$ cat src/rtl/serial_adder.sv
// serial_adder: bit-serial WIDTH-bit adder, two half-adders plus carry flop, LSB first
module serial_adder #(
  parameter int WIDTH = 8
) (
  input  logic             clk,
  input  logic             rst,
  input  logic             start,
  input  logic [WIDTH-1:0] a_in,
  input  logic [WIDTH-1:0] b_in,
  input  logic             cin,
  output logic             busy,
  output logic             done,
  output logic [WIDTH-1:0] sum_out,
  output logic             cout
);
  localparam int CW = $clog2(WIDTH);
  typedef enum logic [1:0] {IDLE, SHIFT, DONE} state_t;
  state_t state, state_n;
  logic [WIDTH-1:0] ra, rb, rs;
  logic c;
  logic [CW-1:0] cnt;
  logic p, g1, s, g2, cn, last;
  always_comb begin
    p = ra[0] ^ rb[0];
    g1 = ra[0] & rb[0];
    s = p ^ c;
    g2 = p & c;
    cn = g1 | g2;
    last = cnt == CW'(WIDTH - 1);
    state_n = state;
    case (state)
      IDLE:    state_n = start ? SHIFT : IDLE;
      SHIFT:   state_n = last ? DONE : SHIFT;
      default: state_n = IDLE;
    endcase
  end
  always_ff @(posedge clk) begin
    if (rst) begin
      state <= IDLE;
      ra <= '0;
      rb <= '0;
      rs <= '0;
      c <= 1'b0;
      cnt <= '0;
      busy <= 1'b0;
      done <= 1'b0;
      sum_out <= '0;
      cout <= 1'b0;
    end else begin
      state <= state_n;
      done <= 1'b0;
      case (state)
        IDLE: if (start) begin
          ra <= a_in;
          rb <= b_in;
          c <= cin;
          cnt <= '0;
          busy <= 1'b1;
        end
        SHIFT: begin
          ra <= ra >> 1;
          rb <= rb >> 1;
          rs <= {s, rs[WIDTH-1:1]};
          c <= cn;
          cnt <= cnt + 1'b1;
          if (last) begin
            sum_out <= {s, rs[WIDTH-1:1]};
            cout <= cn;
            busy <= 1'b0;
            done <= 1'b1;
          end
        end
        default: ;
      endcase
    end
  end
endmodule

$ cat config.mk
export PLATFORM = sky130hd
export DESIGN_NAME = serial_adder
export DESIGN_NICKNAME = d
export VERILOG_FILES = /design/src/rtl/serial_adder.sv
export SDC_FILE = /design/constraint.sdc
export NUM_CORES = 1
export LEC_CHECK = 0
export ABC_AREA = 0
export CORE_UTILIZATION = 46
export CTS_CLUSTER_DIAMETER = 60
export DETAILED_ROUTE_END_ITERATION = 8
export PLACE_DENSITY_LB_ADDON = 0.25
export RECOVER_POWER = 50
export SETUP_SLACK_MARGIN = 0.5
export SYNTH_ARGS = -nofsm -noshare
export SYNTH_HDL_FRONTEND = slang
export SYNTH_SLANG_ARGS = --single-unit
$ cat constraint.sdc
create_clock -name clk -period 1.5 [get_ports clk]
set_input_delay 0.15 -clock clk [delete_from_list [all_inputs] [get_ports clk]]
set_output_delay 0.15 -clock clk [all_outputs]
set_load 0.02 [all_outputs]
* Word level (Yosys, flattened, before mapping)
Cells that the tools add are included.
** Cells by class
- Reductions and logical operators :: 6
- Eq/ne operators :: 4
- Add/sub/neg operators :: 1
- Bitwise logic cells :: 6
- Multiplexer cells :: 15
** Operators with widths (number)
- $pmux W8 S2 :: 2
- $mux W8 :: 2
- $pmux W3 S2 :: 1
- $mux W1 :: 5
- $ne A2 B2 Y1 const B :: 2
- $pmux W1 S2 :: 2
- $pmux W2 S2 :: 1
- $reduce_and A2 Y1 :: 2
- $add A3 B1 Y3 const B :: 1
- $eq A3 B3 Y1 const B :: 1
- $mux W3 :: 1
- $reduce_and A3 Y1 :: 1
- $and A1 B1 Y1 :: 2
- $eq A2 B1 Y1 const B :: 1
- $logic_not A2 Y1 :: 1
- $mux W2 :: 1
- $reduce_bool A2 Y1 :: 1
- $reduce_or A2 Y1 :: 1
- $xor A1 B1 Y1 :: 2
- $not A1 Y1 :: 1
- $or A1 B1 Y1 :: 1
** Word-level totals
- Output and inout port bits :: 11
- Input port bits :: 20
- Register bits :: 41
- Logic and storage cells :: 42

* Logic depth before layout (Yosys ltp)
Gate-level depths: netlist (run 1).
- Depth in word-level cells :: 4
- Depth in mapped cells :: 7
- Mapped depth without buffers :: 5

* Least setup slack after synthesis (run 1)
OpenSTA, ideal clock, no wires.
- Path type :: register to register
- Start :: register cnt[0]
- End :: register sum_out[3]
- Slack :: 0.140 ns
- Stages on the path, launching flop included :: 8
- Period minus slack after synthesis :: 1.360 ns
- Setup time :: 0.071 ns
- Arrival :: 1.289 ns
- Buffers on the path :: 2
- Required time :: 1.429 ns
- Cells stage by stage :: dfxtp_1 > ha_1 > ha_1 > buf_2 > nand3b_1 > buf_2 > nand2_1 > a21oi_1
** Between the ends
- Cells in the longest elaborated chain, start to end :: 2
** RTL lines
- start: declaration :: line 21 : logic [CW-1:0] cnt;
- start signal: assignment :: line 65 : cnt <= cnt + 1'b1;
- $eq A3 B3 Y1 :: line 29 : last = cnt == CW'(WIDTH - 1);
- named net last :: line 22 : logic p, g1, s, g2, cn, last;
- $reduce_and A2 Y1 (no source line)
- end signal: assignment :: line 67 : sum_out <= {s, rs[WIDTH-1:1]};
- end: declaration :: line 13 : output logic [WIDTH-1:0] sum_out,
The timed path passes the listed nets, and every way through them passes these cells.
A chain may end at the register's enable or synchronous reset.

* Worst setup path in the final report (run 1)
- Start :: register state[0]
- End :: register rb[6]
** Between the ends
- Cells in the longest elaborated chain, start to end :: 3
- Elaborated cells between the ends (all ways) :: 6
- Classes of those cells :: 2 x eq/ne; 1 x mux; 3 x reduce/logical
** RTL lines
- start: declaration :: line 18 : state_t state, state_n;
- start signal: assignment :: line 50 : state <= state_n;
- $eq A2 B1 Y1 / $logic_not A2 Y1 (equally long branches) :: line 52 : case (state)
- $reduce_bool A2 Y1 (no source line) / $ne A2 B2 Y1 (equally long branches)
- $reduce_and A2 Y1 (no source line)
- end signal: assignment :: line 55 : rb <= b_in;
- end signal: assignment :: line 62 : rb <= rb >> 1;
- end: declaration :: line 19 : logic [WIDTH-1:0] ra, rb, rs;
Parallel ways exist; a longest one is shown, timed or not.

==> results of run 1 <==
## area by class of cell
cell class	instances	area [µm²]	area share
sequential	40	813	0.324
clock inverter	3	42.5	0.0169
multi-input combinational	108	926	0.369
clock buffer	5	37.5	0.0149
timing repair buffer	54	574	0.229
tap	46	57.6	0.0229
inverter	16	60.1	0.0239
## layout by cell type (no fill, tap or decap), types with 9 or more instances in the layout
cell             netlist  layout
o221a_4                0      13
nand2_1               23      21
clkdlybuf4s50_1        0      18
inv_1                 16      16
buf_6                  3      17
buf_4                  2       9
dfxtp_1               40      34
nor2_1                10       9
a21oi_1               31      14
a21oi_2                0      17
## where the power goes
| part | internal [mW] | leakage (nW) | switching [mW] |
|---|---|---|---|
| logic | 0.228 | 0.602 | 0.189 |
| clock network | 0.347 | 0.0412 | 0.376 |
| registers | 1.11 | 0.330 | 0.0476 |
## sequential cells by signal (all words and copies together), names as in the netlist
signal and count:
cnt 3, busy 1, done 1, sum_out 8, rs 7, cout 1
state 2, rb 8, ra 8, c 1
## what timing repair did
action / 4_1_cts / 5_1_grt
gates cloned: 0 / 5
setup buffers: 7 / 9
pin swaps: 3 / 12
hold endpoints to repair: 0 / 0
setup endpoints to repair: 51 / 51
resized for setup: 65 / 52
## per-layer routing
metal	share of wire	global-route usage
met1	0.39	0.258
met2	0.50	0.312
met3	0.063	0.0567
met4	0.039	0.0952
met5	0	0
## metrics by stage
stage / instance area (µm²) / setup TNS [ps] / std cells / setup slack [ps] / hold slack (ps)
global placement: 2020 / -1580 / 243 / -105 / 441
global route: 2510 / 0 / 272 / 120 / 435
finish: 2510 / 0 / 272 / 173 / 420
floorplan: 1750 / 0 / 177 / 281 / 298
detailed placement: 2020 / -2880 / 243 / -189 / 447
CTS: 2190 / 0 / 258 / 302 / 382
## cells by family (layout without fill, tap and decap cells)
kind of cell    count (synthesis)  in the layout  synth area share
compound gates                 54             54             0.233
simple gates                   48             49             0.132
flops                          40             40             0.490
buf+inv                        30             78             0.105
fa+ha+maj                       3              3            0.0275
mux                             2              2            0.0122
## worst paths after layout
check,start,endpoint,slack [ps]
worst max-delay path,state[0],rb[6],170
worst min-delay path,b_in[7],rb[7],420
worst max register to register,state[0],rb[6],170
worst min register to register,rs[4],rs[4],480
## worst reg2reg max path, delay by kind of cell (launching register included)
family                 cells  cell delay [ps]
AND/OR/NAND/NOR            1              210
flip-flops                 1              410
AO/OA/AOI/OAI              2              230
buffers and inverters      2              400
==> impl_metrics.py, run 1 <==
metrics = {
    "status": {
        "status": "complete, no violations",
    },
    "global_route": {
        "grt-ovfl-total": 0,
        "grt_usage": 0.201,
        "antenna_found_initial": 0,
        "grt_pass1_wl_mm": 5.47,
        "grt_max_degree": 41,
        "first_global_vias": 1215,
    },
    "critical_path": {
        "worstPathCellList": "nor2b_4 > buf_6 > clkbuf_2 > a21oi_2 > o221a_2",
        "crit_path_top_delay_cell": "dfxtp_4",
        "rr_worst_depth": 5,
        "endpoint_kind": "flip-flop",
        "cp_slowest_stage_delay_ps": 410,
        "cp_num_cells": 5,
        "crit_family": "flip-flops",
        "cp-start-kind": "flip-flop",
        "required_ps": 1760,
        "path_class": "reg -> reg",
        "cp.arrival_ps": 1590,
        "crit_buf_inv": 2,
        "crit_fanout": 7,
    },
    "synthesis": {
        "synth-edff-count": 0,
        "avgSynthCellArea_um2": 9.24,
        "ys_seq_area_frac": 0.490,
        "synth_top_area_frac": 0.490,
        "yosysTopAreaCell": "dfxtp_1",
        "synth_most_common_cell": "dfxtp_1",
        "ys.flop_type": "dfxtp_1",
        "netlist_top_cells_count": "40 x dfxtp_1, 31 x a21oi_1, 23 x nand2_1",
        "synth_nets": 200,
        "ys_ff_latch": 40,
        "ys_top_cells_by_area": "dfxtp_1 49%, o221a_2 10%, a21oi_1 9.5%",
        "synth_area_um2": 1640,
        "synth_cell_types": 26,
        "synth_warnings": 0,
        "ys_async_sr_fraction": 0,
        "syn_inst": 177,
    },
    "die": {
        "pin_count": 31,
        "start_util": 0.486,
        "core-area_um2": 3360,
        "design.die.area_um2": 3800,
        "die_y_um": 61.6,
        "rows": 21,
        "die_width_um": 61.6,
    },
    "drt": {
        "wirelength_mm": 4.80,
        "drt_iter0_drc": 70,
        "drtAntennaViolNets": 0,
        "drc": 0,
        "via_count": 1525,
        "dr.pass1.iters": 4,
        "via_per_inst": 5.61,
        "wire_per_inst_um": 17.7,
    },
    "sta": {
        "drv_slew": 0,
        "hold_viol_final": 0,
        "fin_crit_sh": 0.885,
        "finalClockSkew_ps": 4.45,
        "rsz0062_at_grt": "yes",
        "maxSlewHeadroom": 0.683,
        "setup_viol": 0,
        "period_needed_ps": 1330,
        "timing.fmax_mhz": 753,
        "worstMarginPinSlew_ps": 475,
    },
    "place": {
        "dp_hpwl_mm": 2.19,
        "portBuffers": 30,
        "finalWeightedCongestion": 0.697,
    },
    "final_layout": {
        "drive_above_1_share": 0.394,
        "fill_cells": 253,
        "n_antenna_cell": 0,
        "syn_to_final_growth_pct": 53.6,
        "post-route-util": 0.747,
        "fin_nets": 248,
    },
    "clock_tree": {
        "cts.clk_slew.worst_paths_ps": 120,
        "insertion_delay_ps": 360,
        "cts_inserted_buffers": 5,
        "cts_root_buf": "clkbuf_4",
        "cts.htree.levels": 2,
        "cts.sinks": 40,
        "cts_hold_repair.buffers": 0,
        "clockBufferDepth": 2,
        "cts_tree": "yes",
    },
    "power_and_ir_drop": {
        "leakagePower_nw": 0.974,
        "power_mw": 2.30,
        "cellPowerDensity_nw_per_um2": 916,
        "ir_worst_vdd_uv": 555,
    },
    "min_path": {
        "min_path_cells": 3,
        "min_path_type": "in -> reg",
    },
    "job": {
        "maxCapViolCount": 0,
    },
}
Note: power is estimated with default switching activity, not from simulation.
==> run 2: changes to the inputs <==
CORE_UTILIZATION = 54   (was 46)
clock period = 1.6 ns   (was 1.5 ns; I/O delays follow)
==> run 2 against run 1 <==
- the flow now finishes with violations (DRC)
- setup slack lost 52 ps
- utilization grew 12 points
- non-clock buffer count grew 2
- count of clock-buffer cells in the layout rose by 1
- total power down 11%
- via count increased by 2.2%
- largest cell class unchanged
==> impl_metrics.py, run 2 (synthesized netlist as in run 1, its figures left out) <==
metrics = {
    "clock_tree": {
        "insertion_delay_ps": 360,
        "cts.htree.levels": 2,
        "cts_tree": "yes",
        "cts.sinks": 40,
        "cts_inserted_buffers": 5,
        "cts_hold_repair.buffers": 0,
        "cts_root_buf": "clkbuf_4",
        "cts.clk_slew.worst_paths_ps": 120,
        "clockBufferDepth": 2,
    },
    "final_layout": {
        "post-route-util": 0.865,
        "n_antenna_cell": 0,
        "layout_common_cells": "35 x dfxtp_1, 23 x a21oi_1, 22 x nand2_1",
        "fin_nets": 250,
        "drive_above_1_share": 0.329,
        "syn_to_final_growth_pct": 48.4,
        "biggestRegsByFlops": "ra: 8 flops, rb: 8 flops, sum_out: 8 flops",
        "layout_commonest_cell": "dfxtp_1",
    },
    "global_route": {
        "grt_pass1_wl_mm": 7.44,
        "grt_usage": 0.307,
        "antenna_found_initial": 0,
        "grt_max_degree": 41,
        "grt-ovfl-total": 0,
        "first_global_vias": 1519,
    },
    "status": {
        "violations": "DRC",
        "status": "complete, but fails checks",
    },
    "critical_path": {
        "reg2reg_to": "cnt[0]",
        "cp-start-kind": "flip-flop",
        "crit_family": "flip-flops",
        "rr_worst_depth": 5,
        "r2r_slack_ps": 120,
        "worstPathCellList": "nor2b_1 > buf_4 > buf_12 > nor2_1 > a211oi_1",
        "crit_path_top_delay_cell": "dfxtp_1",
        "r2r_start": "state[0]",
        "path_class": "reg -> reg",
        "required_ps": 1840,
        "crit_fanout": 9,
        "cp_slowest_stage_delay_ps": 420,
        "cp.arrival_ps": 1720,
        "cp_num_cells": 5,
        "endpoint_kind": "flip-flop",
        "crit_buf_inv": 2,
    },
    "sta": {
        "drv_slew": 0,
        "maxSlewHeadroom": 0.633,
        "whs_ps": 438,
        "finalClockSkew_ps": 9.64,
        "timing.fmax_mhz": 676,
        "rsz0062_at_grt": "yes",
        "period_needed_ps": 1480,
        "setup_viol": 0,
        "setup_slack_ps": 121,
        "worstMarginPinSlew_ps": 550,
        "hold_viol_final": 0,
        "fin_crit_sh": 0.924,
    },
    "drt": {
        "via_per_inst": 6.02,
        "wirelength_mm": 5.12,
        "drtAntennaViolNets": 0,
        "routed.top_layer": "met4",
        "dr.pass1.iters": 6,
        "wl_met3_um": 228,
        "wire_per_inst_um": 19.8,
        "drt_iter0_drc": 82,
        "drc": 4,
        "via_count": 1559,
        "wl_met1_mm": 2.14,
        "dr_wl_met2_mm": 2.62,
    },
    "power_and_ir_drop": {
        "ir_worst_vdd_uv": 673,
        "cellPowerDensity_nw_per_um2": 844,
        "leakagePower_nw": 0.934,
        "power_mw": 2.05,
    },
    "min_path": {
        "min_from": "a_in[7]",
        "min_to": "ra[7]",
        "min_path_cells": 3,
        "min_path_type": "in -> reg",
    },
    "place": {
        "post-place-ws_ps": -45.9,
        "portBuffers": 30,
        "dp_hpwl_mm": 2.05,
        "finalWeightedCongestion": 0.713,
    },
    "die": {
        "rows": 19,
        "pin_count": 31,
        "start_util": 0.583,
        "die_y_um": 57.0,
        "design.die.area_um2": 3250,
        "die_width_um": 57.0,
        "core-area_um2": 2810,
    },
    "job": {
        "maxCapViolCount": 0,
    },
}
-- run 2: cell count changes in the layout (fill, tap and decap cells not counted), sizes merged --
cell	before	now
clkbuf	11	18
bufinv	1	0
clkinv	1	2
clkinvlp	1	0
buf	29	25
-- run 2: worst max-delay path by stage --
stage | start | to | slack, ps
global placement | start | ra[0] | -10
global route | state[0] | cnt[0] | 80
finish | state[0] | cnt[0] | 120
floorplan | cnt[0] | sum_out[3] | 380
CTS | cnt[0] | cout | 360
detailed placement | start | ra[5] | -50
-- run 2: worst reg2reg max path: stages, from the launching register on --
cell and delay, ps:
dfxtp_1 420, nor2b_1 290, buf_4 180, buf_12 120
nor2_1 70, a211oi_1 290
-- run 2: metal layers --
layer | global-route usage | vias up
met1 | 0.364 | 772
met5 | 0 | -
met4 | 0.105 | 0
li1 | - | 714
met3 | 0.0794 | 16
met2 | 0.539 | 57
-- run 2: stage by stage --
stage | cells | setup TNS (ps) | area, µm²
2_1_floorplan | 177 | 0 | 1740
3_3_place_gp | 227 | -199 | 1990
3_5_place_dp | 227 | -539 | 1990
4_1_cts | 255 | 0 | 2360
5_1_grt | 259 | 0 | 2430
6_report | 259 | 0 | 2430
-- run 2: area by class of cell --
type | count | area, µm²
Clock inverter | 2 | 10.0
Sequential cell | 40 | 810
Multi-Input combinational cell | 108 | 892
Inverter | 16 | 62.6
Tap cell | 31 | 38.8
Clock buffer | 6 | 51.3
Timing Repair Buffer | 56 | 562
Fill cell | 147 | 379
-- run 2: power by group --
group          internal [mW]  total (mW)  switching, mW
Clock                  0.209       0.545          0.336
Combinational          0.227       0.417          0.190
Sequential              1.04        1.09         0.0430
Total                   1.48        2.05          0.568
-- run 2: what timing repair did --
item | 4_1_cts | 5_1_grt
setup endpoints to repair | 50 | 41
gates resized for setup | 72 | 16
pin swaps | 8 | 8
gates cloned | 5 | 0
buffers inserted | 15 | 4
